File: config.mk
export PLATFORM = sky130hd
export DESIGN_NAME = load_store_aligner_flat
export DESIGN_NICKNAME = d
export VERILOG_FILES = /design/src/rtl/load_store_aligner_pkg.sv /design/src/rtl/load_store_aligner_if.sv /design/src/rtl/load_store_aligner_lane_fmt.sv /design/src/rtl/load_store_aligner.sv /design/src/flat_wrapper.sv
export SDC_FILE = /design/constraint.sdc
export NUM_CORES = 1
export LEC_CHECK = 0
export BUFFER_PORTS_ARGS = -buffer_cell sky130_fd_sc_hd__buf_4
export CAP_MARGIN = 20
export CORE_MARGIN = 10
export CORE_UTILIZATION = 52
export DETAILED_ROUTE_END_ITERATION = 8
export GPL_TIMING_DRIVEN = 0
export PLACE_DENSITY_LB_ADDON = 0.08
export SLEW_MARGIN = 20
export SYNTH_ARGS = -nofsm -noshare
export SYNTH_HDL_FRONTEND = slang
export SYNTH_SLANG_ARGS = --single-unit
export TNS_END_PERCENT = 50
File: constraint.sdc
create_clock -name i_clk -period 4.7 [get_ports i_clk]
set_input_delay 0.94 -clock i_clk [delete_from_list [all_inputs] [get_ports i_clk]]
set_output_delay 0.94 -clock i_clk [all_outputs]
set_load 0.01 [all_outputs]
File: src/rtl/load_store_aligner_pkg.sv
// lsa_pkg: shared encodings and helpers for the load/store aligner.
//   - access size encodings (SZ_BYTE/SZ_HALF/SZ_WORD, 2'b00 is invalid)
//   - FSM state encoding
//   - is_misaligned(): legality check for a size/lane-offset pair
package lsa_pkg;

   localparam logic [1:0] SZ_BYTE = 2'b01;
   localparam logic [1:0] SZ_HALF = 2'b10;
   localparam logic [1:0] SZ_WORD = 2'b11;

   typedef enum logic [1:0] {
      ST_IDLE = 2'b00,
      ST_MEM  = 2'b01,
      ST_RESP = 2'b10
   } state_t;

   // Offset is passed zero-extended to 3 bits so one helper serves both the
   // 4-lane and the 8-lane datapath. A word needs only 4-byte alignment, so
   // offset 4 in a 64-bit datapath is legal.
   function automatic logic is_misaligned(input logic [1:0] size, input logic [2:0] off);
      logic bad;
      case (size)
         SZ_BYTE: bad = 1'b0;
         SZ_HALF: bad = off[0];
         SZ_WORD: bad = (off[1:0] != 2'b00);
         default: bad = 1'b1;
      endcase
      return bad;
   endfunction

endpackage

File: src/rtl/load_store_aligner_if.sv
// load_store_aligner_if: request / memory / response bundle of the aligner.
//   slave modport  : seen by load_store_aligner
//   master modport : seen by the requester / memory model
//   req_*  : valid/ready request (we, addr, size, sign, wdata)
//   mem_*  : word-aligned memory access held until i_mem_ack
//   rsp_*  : valid/ready response (rdata, err)
// Build option LSA_ERR_COUNT_EN adds o_err_count[15:0].
interface load_store_aligner_if #(
   parameter int NBITS = 32,
   parameter int AW    = 32
);
   localparam int NLANE = NBITS / 8;

   logic             i_req_valid;
   logic             o_req_ready;
   logic             i_req_we;
   logic [AW-1:0]    i_req_addr;
   logic [1:0]       i_req_size;
   logic             i_req_sign;
   logic [NBITS-1:0] i_req_wdata;
   logic             o_mem_en;
   logic [NLANE-1:0] o_mem_we;
   logic [AW-1:0]    o_mem_addr;
   logic [NBITS-1:0] o_mem_wdata;
   logic             i_mem_ack;
   logic [NBITS-1:0] i_mem_rdata;
   logic             o_rsp_valid;
   logic             i_rsp_ready;
   logic [NBITS-1:0] o_rsp_rdata;
   logic             o_rsp_err;
`ifdef LSA_ERR_COUNT_EN
   logic [15:0]      o_err_count;
`endif

   modport slave (
      input  i_req_valid, i_req_we, i_req_addr, i_req_size, i_req_sign, i_req_wdata,
      input  i_mem_ack, i_mem_rdata, i_rsp_ready,
      output o_req_ready, o_mem_en, o_mem_we, o_mem_addr, o_mem_wdata,
      output o_rsp_valid, o_rsp_rdata, o_rsp_err
`ifdef LSA_ERR_COUNT_EN
      , output o_err_count
`endif
   );

   modport master (
      output i_req_valid, i_req_we, i_req_addr, i_req_size, i_req_sign, i_req_wdata,
      output i_mem_ack, i_mem_rdata, i_rsp_ready,
      input  o_req_ready, o_mem_en, o_mem_we, o_mem_addr, o_mem_wdata,
      input  o_rsp_valid, o_rsp_rdata, o_rsp_err
`ifdef LSA_ERR_COUNT_EN
      , input o_err_count
`endif
   );

endinterface

File: src/rtl/load_store_aligner_lane_fmt.sv
// lsa_lane_fmt: combinational lane formatting (little-endian).
//   size, sign, off : access size, load extension mode, byte-lane offset
//   wdata           : right-justified store data
//   rdata           : full memory word
//   ld_data_s       : lane-selected, sign/zero-extended load result
//   st_data_s       : store data replicated across all lanes
//   st_strb_s       : byte write strobes for the store
module lsa_lane_fmt
   import lsa_pkg::*;
#(
   parameter int NBITS = 32,
   parameter int NLANE = NBITS / 8,
   parameter int OFFW  = $clog2(NLANE)
) (
   input  logic [1:0]       size,
   input  logic             sign,
   input  logic [OFFW-1:0]  off,
   input  logic [NBITS-1:0] wdata,
   input  logic [NBITS-1:0] rdata,
   output logic [NBITS-1:0] ld_data_s,
   output logic [NBITS-1:0] st_data_s,
   output logic [NLANE-1:0] st_strb_s
);

   logic [NBITS-1:0] shifted_s;

   // Load path: bring the addressed lane down to bit 0, then extend.
   always_comb begin
      shifted_s = rdata >> {off, 3'b000};
      case (size)
         SZ_BYTE: ld_data_s = sign ? NBITS'($signed(shifted_s[7:0]))  : NBITS'(shifted_s[7:0]);
         SZ_HALF: ld_data_s = sign ? NBITS'($signed(shifted_s[15:0])) : NBITS'(shifted_s[15:0]);
         SZ_WORD: ld_data_s = sign ? NBITS'($signed(shifted_s[31:0])) : NBITS'(shifted_s[31:0]);
         default: ld_data_s = {NBITS{1'b0}};
      endcase
   end

   // Store path: replicate the datum so whichever lane the strobe selects holds it.
   always_comb begin
      case (size)
         SZ_BYTE: begin
            st_data_s = {NLANE{wdata[7:0]}};
            st_strb_s = NLANE'(4'b0001) << off;
         end
         SZ_HALF: begin
            st_data_s = {(NLANE/2){wdata[15:0]}};
            st_strb_s = NLANE'(4'b0011) << off;
         end
         SZ_WORD: begin
            st_data_s = {(NLANE/4){wdata[31:0]}};
            st_strb_s = NLANE'(4'b1111) << off;
         end
         default: begin
            st_data_s = {NBITS{1'b0}};
            st_strb_s = {NLANE{1'b0}};
         end
      endcase
   end

endmodule

File: src/rtl/load_store_aligner.sv
// load_store_aligner: registered load/store formatting unit (IDLE/MEM/RESP).
//   i_clk, i_rst_n : clock, synchronous active-low reset
//   bus (slave)    : request, memory and response signals, all outputs registered
// Illegal accesses (size 00, odd halfword, unaligned word) answer with err=1
// one cycle after accept and never touch memory.
// Build option LSA_ERR_COUNT_EN: saturating count of error responses delivered.
module load_store_aligner
   import lsa_pkg::*;
#(
   parameter int NBITS = 32,
   parameter int AW    = 32
) (
   input  logic                  i_clk,
   input  logic                  i_rst_n,
   load_store_aligner_if.slave   bus
);
   localparam int NLANE = NBITS / 8;
   localparam int OFFW  = $clog2(NLANE);

   state_t           state_r, state_nx;
   logic [1:0]       size_r, size_nx;
   logic             sign_r, sign_nx;
   logic             we_r, we_nx;
   logic [OFFW-1:0]  off_r, off_nx;
   logic             ready_r, ready_nx;
   logic             mem_en_r, mem_en_nx;
   logic [NLANE-1:0] mem_we_r, mem_we_nx;
   logic [AW-1:0]    mem_addr_r, mem_addr_nx;
   logic [NBITS-1:0] mem_wdata_r, mem_wdata_nx;
   logic             rsp_valid_r, rsp_valid_nx;
   logic [NBITS-1:0] rsp_rdata_r, rsp_rdata_nx;
   logic             rsp_err_r, rsp_err_nx;

   logic [1:0]       fmt_size_s;
   logic [OFFW-1:0]  fmt_off_s;
   logic [NBITS-1:0] ld_data_s, st_data_s;
   logic [NLANE-1:0] st_strb_s;

   // Formatter sees the live request while idle (store setup) and the latched one afterwards (load result).
   always_comb begin
      if (state_r == ST_IDLE) begin
         fmt_size_s = bus.i_req_size;
         fmt_off_s  = bus.i_req_addr[OFFW-1:0];
      end else begin
         fmt_size_s = size_r;
         fmt_off_s  = off_r;
      end
   end

   lsa_lane_fmt #(.NBITS(NBITS)) u_fmt (
      .size      (fmt_size_s),
      .sign      (sign_r),
      .off       (fmt_off_s),
      .wdata     (bus.i_req_wdata),
      .rdata     (bus.i_mem_rdata),
      .ld_data_s (ld_data_s),
      .st_data_s (st_data_s),
      .st_strb_s (st_strb_s)
   );

   // Next-state and next-output logic.
   always_comb begin
      state_nx     = state_r;
      size_nx      = size_r;
      sign_nx      = sign_r;
      we_nx        = we_r;
      off_nx       = off_r;
      ready_nx     = ready_r;
      mem_en_nx    = mem_en_r;
      mem_we_nx    = mem_we_r;
      mem_addr_nx  = mem_addr_r;
      mem_wdata_nx = mem_wdata_r;
      rsp_valid_nx = rsp_valid_r;
      rsp_rdata_nx = rsp_rdata_r;
      rsp_err_nx   = rsp_err_r;
      case (state_r)
         ST_IDLE: begin
            if (bus.i_req_valid) begin
               size_nx  = bus.i_req_size;
               sign_nx  = bus.i_req_sign;
               we_nx    = bus.i_req_we;
               off_nx   = bus.i_req_addr[OFFW-1:0];
               ready_nx = 1'b0;
               if (is_misaligned(bus.i_req_size, 3'(bus.i_req_addr[OFFW-1:0]))) begin
                  state_nx     = ST_RESP;
                  rsp_valid_nx = 1'b1;
                  rsp_err_nx   = 1'b1;
                  rsp_rdata_nx = {NBITS{1'b0}};
               end else begin
                  state_nx     = ST_MEM;
                  mem_en_nx    = 1'b1;
                  mem_addr_nx  = {bus.i_req_addr[AW-1:OFFW], {OFFW{1'b0}}};
                  mem_we_nx    = bus.i_req_we ? st_strb_s : {NLANE{1'b0}};
                  mem_wdata_nx = bus.i_req_we ? st_data_s : {NBITS{1'b0}};
               end
            end else begin
               state_nx = ST_IDLE;
            end
         end
         ST_MEM: begin
            if (bus.i_mem_ack) begin
               state_nx     = ST_RESP;
               mem_en_nx    = 1'b0;
               mem_we_nx    = {NLANE{1'b0}};
               rsp_valid_nx = 1'b1;
               rsp_err_nx   = 1'b0;
               rsp_rdata_nx = we_r ? {NBITS{1'b0}} : ld_data_s;
            end else begin
               state_nx = ST_MEM;
            end
         end
         ST_RESP: begin
            if (bus.i_rsp_ready) begin
               state_nx     = ST_IDLE;
               ready_nx     = 1'b1;
               rsp_valid_nx = 1'b0;
               rsp_err_nx   = 1'b0;
               rsp_rdata_nx = {NBITS{1'b0}};
            end else begin
               state_nx = ST_RESP;
            end
         end
         default: begin
            state_nx     = ST_IDLE;
            ready_nx     = 1'b1;
            mem_en_nx    = 1'b0;
            mem_we_nx    = {NLANE{1'b0}};
            rsp_valid_nx = 1'b0;
            rsp_err_nx   = 1'b0;
            rsp_rdata_nx = {NBITS{1'b0}};
         end
      endcase
   end

   // State and output registers.
   always_ff @(posedge i_clk) begin
      if (!i_rst_n) begin
         state_r     <= ST_IDLE;
         size_r      <= 2'b00;
         sign_r      <= 1'b0;
         we_r        <= 1'b0;
         off_r       <= {OFFW{1'b0}};
         ready_r     <= 1'b1;
         mem_en_r    <= 1'b0;
         mem_we_r    <= {NLANE{1'b0}};
         mem_addr_r  <= {AW{1'b0}};
         mem_wdata_r <= {NBITS{1'b0}};
         rsp_valid_r <= 1'b0;
         rsp_rdata_r <= {NBITS{1'b0}};
         rsp_err_r   <= 1'b0;
      end else begin
         state_r     <= state_nx;
         size_r      <= size_nx;
         sign_r      <= sign_nx;
         we_r        <= we_nx;
         off_r       <= off_nx;
         ready_r     <= ready_nx;
         mem_en_r    <= mem_en_nx;
         mem_we_r    <= mem_we_nx;
         mem_addr_r  <= mem_addr_nx;
         mem_wdata_r <= mem_wdata_nx;
         rsp_valid_r <= rsp_valid_nx;
         rsp_rdata_r <= rsp_rdata_nx;
         rsp_err_r   <= rsp_err_nx;
      end
   end

   assign bus.o_req_ready = ready_r;
   assign bus.o_mem_en    = mem_en_r;
   assign bus.o_mem_we    = mem_we_r;
   assign bus.o_mem_addr  = mem_addr_r;
   assign bus.o_mem_wdata = mem_wdata_r;
   assign bus.o_rsp_valid = rsp_valid_r;
   assign bus.o_rsp_rdata = rsp_rdata_r;
   assign bus.o_rsp_err   = rsp_err_r;

`ifdef LSA_ERR_COUNT_EN
   logic [15:0] err_count_r;

   // Saturating count of error responses actually handed over.
   always_ff @(posedge i_clk) begin
      if (!i_rst_n) begin
         err_count_r <= 16'h0000;
      end else if (rsp_valid_r && bus.i_rsp_ready && rsp_err_r && (err_count_r != 16'hFFFF)) begin
         err_count_r <= err_count_r + 16'h0001;
      end else begin
         err_count_r <= err_count_r;
      end
   end

   assign bus.o_err_count = err_count_r;
`endif

endmodule

File: src/flat_wrapper.sv
// flat-port wrapper written by rule: the top's interface ports become plain ports
module load_store_aligner_flat import lsa_pkg::*;
#(
   parameter int NBITS = 32,
   parameter int AW    = 32
)
  (i_clk, i_rst_n, bus_i_req_valid, bus_i_req_we, bus_i_req_addr, bus_i_req_size, bus_i_req_sign, bus_i_req_wdata, bus_i_mem_ack, bus_i_mem_rdata, bus_i_rsp_ready, bus_o_req_ready, bus_o_mem_en, bus_o_mem_we, bus_o_mem_addr, bus_o_mem_wdata, bus_o_rsp_valid, bus_o_rsp_rdata, bus_o_rsp_err);
  load_store_aligner_if #(.NBITS(NBITS), .AW(AW)) bus_i ();
  input  logic i_clk;
  input  logic i_rst_n;
  input wire logic [$bits(bus_i.i_req_valid)-1:0] bus_i_req_valid;
  input wire logic [$bits(bus_i.i_req_we)-1:0] bus_i_req_we;
  input wire logic [$bits(bus_i.i_req_addr)-1:0] bus_i_req_addr;
  input wire logic [$bits(bus_i.i_req_size)-1:0] bus_i_req_size;
  input wire logic [$bits(bus_i.i_req_sign)-1:0] bus_i_req_sign;
  input wire logic [$bits(bus_i.i_req_wdata)-1:0] bus_i_req_wdata;
  input wire logic [$bits(bus_i.i_mem_ack)-1:0] bus_i_mem_ack;
  input wire logic [$bits(bus_i.i_mem_rdata)-1:0] bus_i_mem_rdata;
  input wire logic [$bits(bus_i.i_rsp_ready)-1:0] bus_i_rsp_ready;
  output wire logic [$bits(bus_i.o_req_ready)-1:0] bus_o_req_ready;
  output wire logic [$bits(bus_i.o_mem_en)-1:0] bus_o_mem_en;
  output wire logic [$bits(bus_i.o_mem_we)-1:0] bus_o_mem_we;
  output wire logic [$bits(bus_i.o_mem_addr)-1:0] bus_o_mem_addr;
  output wire logic [$bits(bus_i.o_mem_wdata)-1:0] bus_o_mem_wdata;
  output wire logic [$bits(bus_i.o_rsp_valid)-1:0] bus_o_rsp_valid;
  output wire logic [$bits(bus_i.o_rsp_rdata)-1:0] bus_o_rsp_rdata;
  output wire logic [$bits(bus_i.o_rsp_err)-1:0] bus_o_rsp_err;
  assign bus_i.i_req_valid = bus_i_req_valid;
  assign bus_i.i_req_we = bus_i_req_we;
  assign bus_i.i_req_addr = bus_i_req_addr;
  assign bus_i.i_req_size = bus_i_req_size;
  assign bus_i.i_req_sign = bus_i_req_sign;
  assign bus_i.i_req_wdata = bus_i_req_wdata;
  assign bus_i.i_mem_ack = bus_i_mem_ack;
  assign bus_i.i_mem_rdata = bus_i_mem_rdata;
  assign bus_i.i_rsp_ready = bus_i_rsp_ready;
  assign bus_o_req_ready = bus_i.o_req_ready;
  assign bus_o_mem_en = bus_i.o_mem_en;
  assign bus_o_mem_we = bus_i.o_mem_we;
  assign bus_o_mem_addr = bus_i.o_mem_addr;
  assign bus_o_mem_wdata = bus_i.o_mem_wdata;
  assign bus_o_rsp_valid = bus_i.o_rsp_valid;
  assign bus_o_rsp_rdata = bus_i.o_rsp_rdata;
  assign bus_o_rsp_err = bus_i.o_rsp_err;
  load_store_aligner #(.NBITS(NBITS), .AW(AW)) u_core (.i_clk(i_clk), .i_rst_n(i_rst_n), .bus(bus_i));
endmodule
==> run_results.csv, run 1 <==
group,metric,value,unit
synth,postSynthCellCount,563,
sta,rsz0062_at_grt,"false",
cells_and_area,seq_area,2200,sq um
clocking,cts.sinks,110,
critical_path,start_kind,"input pin",
status,outcome,"finished, final reports clean",
clocking,numCtsBuffers,9,
floorplan,dieArea,14100,sq um
sta,period_share,56.2,%
cells_and_area,drive_above_1_share,34.1,%
synth,yosysWarnings,0,
floorplan,fp-row-count,35,
critical_path,path_class,"input pin to flop",
sta,setup_ws,2.06,ns
place,pre_cts_ws,1.74,ns
critical_path,end_kind,"flop",
sta,max_slew_margin,45.7,%
floorplan,die_h,119,um
power,sw_frac_of_total,29.7,%
critical_path,crit_chain,"buf_4 > o21ai_1 > nand2_1 > nor2_1 > buf_2 > buf_2 > a21oi_1 > a311oi_1",
cells_and_area,antenna_cells,0,
synth,ys_seq_elements,110,
critical_path,critPathMostFrequentCell,"buf_2",
sta,slew_violations,0,
global_route,overflow,0,
cells_and_area,multiInputGateArea,2630,sq um
global_route,grt_max_degree,19,
power,power.internal,1.45,mW
sta,setup_violations,0,
synth,synth_seq_area_share,43.4,%
power,p_clk_share,29.1,%
power,power_frac_seq,47.7,%
sta,final_hold_viol_count,0,
drt,met1_length,7470,um
power,p_per_area,295,nW/um^2
cells_and_area,area_growth,37.7,%
clocking,cts_hold_buf,0,
floorplan,core,9370,sq um
sta,fin_crit,2.64,ns
drt,drc_errors,0,
clocking,cts_setup_buffers,0,
synth,synthArstFlopShare,0,%
drt,maxUsedRoutingLayer,"met4",
sta,worstMarginPinSlew,0.809,ns
drt,route.met3.wl,1410,um
clocking,cts_resized,0,
floorplan,start_util,54.1,%
floorplan,die_x,119,um
place,post-dp-hpwl,14300,um
synth,synth_area,5070,sq um
sta,clock_skew,0.00849,ns
power,ir_drop,0.178,mV
drt,drt.antenna.violating_nets,0,
drt,first_iter_violations,552,
drt,dr_wl_met2,8590,um
drt,avgRoutedWirePerCell,19.7,um
global_route,antenna_found_initial,0,
clocking,clock_latency,0.37,ns
global_route,grt_first_pass_wirelength,28000,um
global_route,grt_use_total,24.1,%
min_path,hp-class,"flop to flop",
synth,synth.avg_cell_area,9.01,sq um
cells_and_area,utilization,74.5,%
place,port_buffers,205,
power,switchingPower,612,uW
clocking,cts_buffer_depth,2,
place,gp_congestion,0.898,
drt,vias_per_cell,5.83,
critical_path,cp_max_fo,10,
floorplan,io_pins,209,
drt,vias,5333,
critical_path,critPathLaunch,"bus_i_mem_ack",
synth,synth_cell_types,48,
critical_path,crit_required,4.98,ns
critical_path,crit_buf_inv,3,
clocking,path_clk_slew,0.11,ns
min_path,hp-start,"u_core.bus.o_mem_addr[8]$_SDFFE_PN0P_",
cells_and_area,fillers,753,
drt,drt-pass1-iter-count,7,
critical_path,cpMaxStageDelayCell,"o21ai_1",
critical_path,cp_top_family,"compound AO/OA/AOI/OAI gates",
sta,tns,0,ns
global_route,grt_pass1_vias,5282,
synth,synth_edf_count,0,
sta,max_freq,379,MHz
critical_path,crit_arrival,2.93,ns
drt,wirelength,18000,um
run,max_cap_violations,0,
clocking,root_buffer,"clkbuf_8",
synth,synthFlopType,"dfxtp_1",
cells_and_area,nNetsFinal,885,
power,p_leak,2.95,nW
clocking,h-tree-depth,3,
critical_path,r2r-start,"u_core.state_r[1]$_SDFF_PN0_",
critical_path,max_stage_delay,0.49,ns
power,p_comb_share,23.2,%
clocking,cts_tree,"done",
final cells by class:
| class | count | share of cell area, % |
|---|---|---|
| multi-input combinational | 401 | 37.7 |
| sequential | 110 | 31.5 |
| timing repair buffer | 205 | 22.0 |
| buffer | 50 | 3.26 |
| tap | 129 | 2.31 |
| clock buffer | 11 | 2.02 |
| clock inverter | 5 | 0.950 |
| inverter | 3 | 0.161 |
cell families (layout without fill, tap and decap cells):
family | after synthesis | in the layout | share of synthesized area [%]
compound gates | 199 | 199 | 27.7
simple gates | 157 | 157 | 13.4
flops | 110 | 110 | 43.4
buf+inv | 53 | 274 | 4.71
mux | 41 | 41 | 10.3
xor+xnor | 2 | 2 | 0.345
other cells | 1 | 2 | 0.0739
metal layers:
layer  global-route usage (%)  vias to the layer above
met5                        0                        -
li1                         -                     2528
met2                     39.9                      250
met3                     6.19                       44
met1                     29.3                     2511
met4                     9.62                        0
worst paths after layout:
check | end | slack (ns) | depth (start not counted)
hold reg to reg | u_core.bus.o_mem_addr[8]$_SDFFE_PN0P_ | 0.46 | 2
setup / recovery | u_core.bus.o_rsp_rdata[30]$_SDFFE_PN0P_ | 2.06 | 8
setup reg to reg | u_core.bus.o_rsp_rdata[30]$_SDFFE_PN0P_ | 2.18 | 8
hold / removal | u_core.bus.o_mem_addr[8]$_SDFFE_PN0P_ | 0.46 | 2
cells in the mapped netlist, drive strengths merged, types with 7 or more instances:
| master | n | area [sq um] |
|---|---|---|
| mux4 | 7 | 158 |
| mux2i | 24 | 253 |
| a22oi | 32 | 240 |
| dfxtp | 110 | 2200 |
| nand3 | 9 | 45.0 |
| clkbuf | 28 | 105 |
| a32o | 7 | 70.1 |
| mux2 | 10 | 113 |
| a311oi | 18 | 158 |
| a22o | 24 | 210 |
| a211oi | 9 | 72.6 |
| a21oi | 69 | 345 |
| a2bb2oi | 9 | 78.8 |
| nor2 | 39 | 154 |
| o21ai | 17 | 88.8 |
| buf | 22 | 123 |
| a222oi | 7 | 70.1 |
| nand2 | 86 | 325 |
power groups by stage:
stage,Clock (mW),Combinational (mW),Sequential [mW]
2_1_floorplan,0,0.263,1.01
3_3_place_gp,0,0.460,1.00
3_5_place_dp,0,0.471,1.00
4_1_cts,0.602,0.473,0.982
5_1_grt,0.645,0.517,0.987
6_report,0.600,0.477,0.982
tightest hold or removal path: cells and delay by family, from the launching register on:
| family | cells | cell delay [ns] |
|---|---|---|
| AO/OA/AOI/OAI | 1 | 0.05 |
| AND/OR/NAND/NOR | 1 | 0.05 |
| flip-flops | 1 | 0.32 |
cells in the final DEF, fill, tap and decap left out, types with 3 or more instances in the layout:
cell | synthesis | routed
nand3_1 | 9 | 9
clkbuf_1 | 28 | 29
buf_4 | 3 | 208
or3b_1 | 3 | 3
a211oi_1 | 8 | 8
buf_2 | 17 | 17
nor2_1 | 38 | 38
mux2i_1 | 23 | 23
mux4_2 | 7 | 7
nand2b_1 | 3 | 3
mux2_2 | 10 | 10
a2bb2oi_1 | 9 | 9
a21oi_1 | 69 | 69
o21ai_0 | 15 | 15
clkbuf_8 | 0 | 10
a32o_1 | 7 | 7
nand2_1 | 85 | 85
dfxtp_1 | 110 | 110
a22o_1 | 24 | 24
a222oi_1 | 7 | 7
a22oi_1 | 32 | 32
and2_1 | 3 | 3
a311oi_1 | 18 | 18
registers in the layout, indices dropped and copies added, names as in the netlist:
register and flops:
u_core.bus.o_mem_addr 30, u_core.bus.o_mem_en 1, u_core.bus.o_mem_wdata 32, u_core.bus.o_mem_we 4, u_core.bus.o_req_ready 1, u_core.bus.o_rsp_err 1
u_core.bus.o_rsp_rdata 32, u_core.bus.o_rsp_valid 1, u_core.off_r 2, u_core.sign_r 1, u_core.size_r 2, u_core.state_r 2
u_core.we_r 1
stage by stage:
stage	std cells	instance area [sq um]	hold slack, ns	total power [mW]
after floorplan	564	5070	0.437	1.28
after global routing	914	6980	0.475	2.15
after detailed placement	898	6780	0.447	1.47
after CTS	914	6980	0.460	2.06
final	914	6980	0.462	2.06
after global placement	898	6780	0.443	1.46
No activity file was read; power rests on OpenSTA's default activity.
==> run 2: changes to the inputs <==
- CORE_UTILIZATION: 52 -> 44
- clock period: 4.7 -> 2.4 ns (I/O delays scaled with it)
==> run 2 against run 1 <==
Net effect: final cell count rose by 1.8%; total power is 120% higher; clock power increased to 2.6 times the previous value; largest cell class unchanged.
==> run_results.csv, run 2 (synthesized netlist as in run 1, its figures left out) <==
group,metric,value,unit
cells_and_area,antenna_cells,0,
floorplan,start_util,44.6,%
sta,period_share,97.1,%
clocking,path_clk_slew,0.07,ns
sta,fin_crit,2.33,ns
drt,first_iter_violations,550,
cells_and_area,area_growth,41.2,%
power,p_per_area,620,nW/um^2
clocking,numCtsBuffers,9,
place,post-dp-hpwl,14600,um
place,place_area,6790,sq um
drt,drc_errors,0,
sta,max_slew_margin,45.9,%
critical_path,crit_arrival,2.57,ns
critical_path,cp_max_fo,10,
place,pre_cts_ws,-0.160,ns
critical_path,start_kind,"flop",
critical_path,cpMaxStageDelayCell,"a211o_2",
sta,setup_violations,0,
sta,clock_skew,0.00384,ns
global_route,grt_first_pass_wirelength,28600,um
critical_path,critPathLaunch,"u_core.state_r[1]$_SDFF_PN0_",
cells_and_area,design_area,7160,sq um
power,finalPower,4.44,mW
sta,setup_ws,0.0686,ns
critical_path,max_stage_delay,0.37,ns
drt,wirelength,18600,um
cells_and_area,multiInputGateArea,2660,sq um
global_route,grt_max_degree,18,
drt,avgRoutedWirePerCell,20.0,um
run,max_cap_violations,0,
min_path,hp-class,"input pin to flop",
global_route,antenna_found_initial,0,
critical_path,r2r-start,"u_core.state_r[1]$_SDFF_PN0_",
cells_and_area,final_cell_mix,"211 x buf_4, 110 x dfxtp_1, 85 x nand2_1",
clocking,h-tree-depth,3,
floorplan,io_pins,209,
clocking,cts_hold_buf,0,
critical_path,crit_chain,"nor2_4 > mux2i_4 > buf_6 > a21oi_1 > a211o_2 > buf_2 > a311oi_1",
drt,drt-pass1-iter-count,6,
critical_path,end_kind,"flop",
global_route,grt_use_total,21.7,%
sta,whs,0.367,ns
sta,max_freq,429,MHz
floorplan,dieArea,16200,sq um
sta,slew_violations,0,
critical_path,crit_required,2.64,ns
min_path,hp-start,"bus_i_req_addr[9]",
place,gp_congestion,0.860,
clocking,root_buffer,"clkbuf_16",
critical_path,crit_buf_inv,2,
floorplan,die_x,127,um
sta,worstMarginPinSlew,0.806,ns
clocking,cts_buffer_depth,2,
clocking,clock_latency,0.35,ns
place,port_buffers,205,
power,p_leak,3.02,nW
floorplan,fp-row-count,39,
drt,vias,5328,
critical_path,cp_top_family,"compound AO/OA/AOI/OAI gates",
drt,drt.antenna.violating_nets,0,
global_route,overflow,0,
power,ir_drop,0.467,mV
cells_and_area,seq_area,2200,sq um
cells_and_area,drive_above_1_share,35.6,%
cells_and_area,nNetsFinal,887,
clocking,cts.sinks,110,
sta,final_hold_viol_count,0,
floorplan,die_h,127,um
cells_and_area,fillers,970,
clocking,cts_tree,"done",
cells_and_area,utilization,63.0,%
status,outcome,"finished, final reports clean",
drt,vias_per_cell,5.73,
cells_and_area,final_common_cell,"buf_4",
floorplan,core,11400,sq um
sta,rsz0062_at_grt,"true",
critical_path,r2r_setup_slack,0.07,ns
critical_path,path_class,"flop to flop",
global_route,grt_pass1_vias,5265,
## run 2: cell types whose count changed in the layout (fill, tap and decap cells not counted), sizes merged
cell      before  now
clkinv         2    0
buf          227  228
clkbuf        39   41
clkinvlp       1    2
## run 2: final cells by class
type	count	share of cell area, %
buffer	49	3.22
inverter	3	0.157
tap	143	2.50
multi-input combinational	401	37.2
timing repair buffer	208	21.8
clock inverter	4	0.752
clock buffer	12	3.58
sequential	110	30.8
## run 2: metal layers
| metal | up-vias | global-route usage (%) | wire [um] |
|---|---|---|---|
| met5 | - | 0 | 0 |
| met4 | 0 | 8.57 | 474 |
| met3 | 37 | 5.38 | 1550 |
| met2 | 217 | 36.1 | 9110 |
| met1 | 2541 | 26.3 | 7430 |
| li1 | 2533 | - | - |
## run 2: report_power, final
group	switching [mW]	internal, mW	total (mW)
logic	0.517	0.440	0.956
registers	0.0398	1.88	1.92
clock network	0.685	0.871	1.56
## run 2: repair_timing
action | CTS | global route
pin swaps | 0 | 2
setup endpoints to repair | 15 | 32
buffers inserted | 2 | 1
resized for setup | 2 | 12
## run 2: final timing paths
path,end,depth (start not counted)
worst max-delay path,u_core.bus.o_rsp_rdata[21]$_SDFFE_PN0P_,7
worst min-delay path,u_core.bus.o_mem_addr[9]$_SDFFE_PN0P_,3
worst min register to register,u_core.bus.o_mem_addr[7]$_SDFFE_PN0P_,2
worst max register to register,u_core.bus.o_rsp_rdata[21]$_SDFFE_PN0P_,7
## run 2: worst min-delay path: cells and delay by family
kind                   cells  cell delay (ns)
buffers and inverters      1             0.11
AO/OA/AOI/OAI              1             0.05
AND/OR/NAND/NOR            1             0.04
## run 2: metrics by stage
stage	std cells	TNS, ns
2_1_floorplan	564	0
3_3_place_gp	912	-0.0928
3_5_place_dp	912	-1.65
4_1_cts	930	0
5_1_grt	930	-0.0435
6_report	930	0
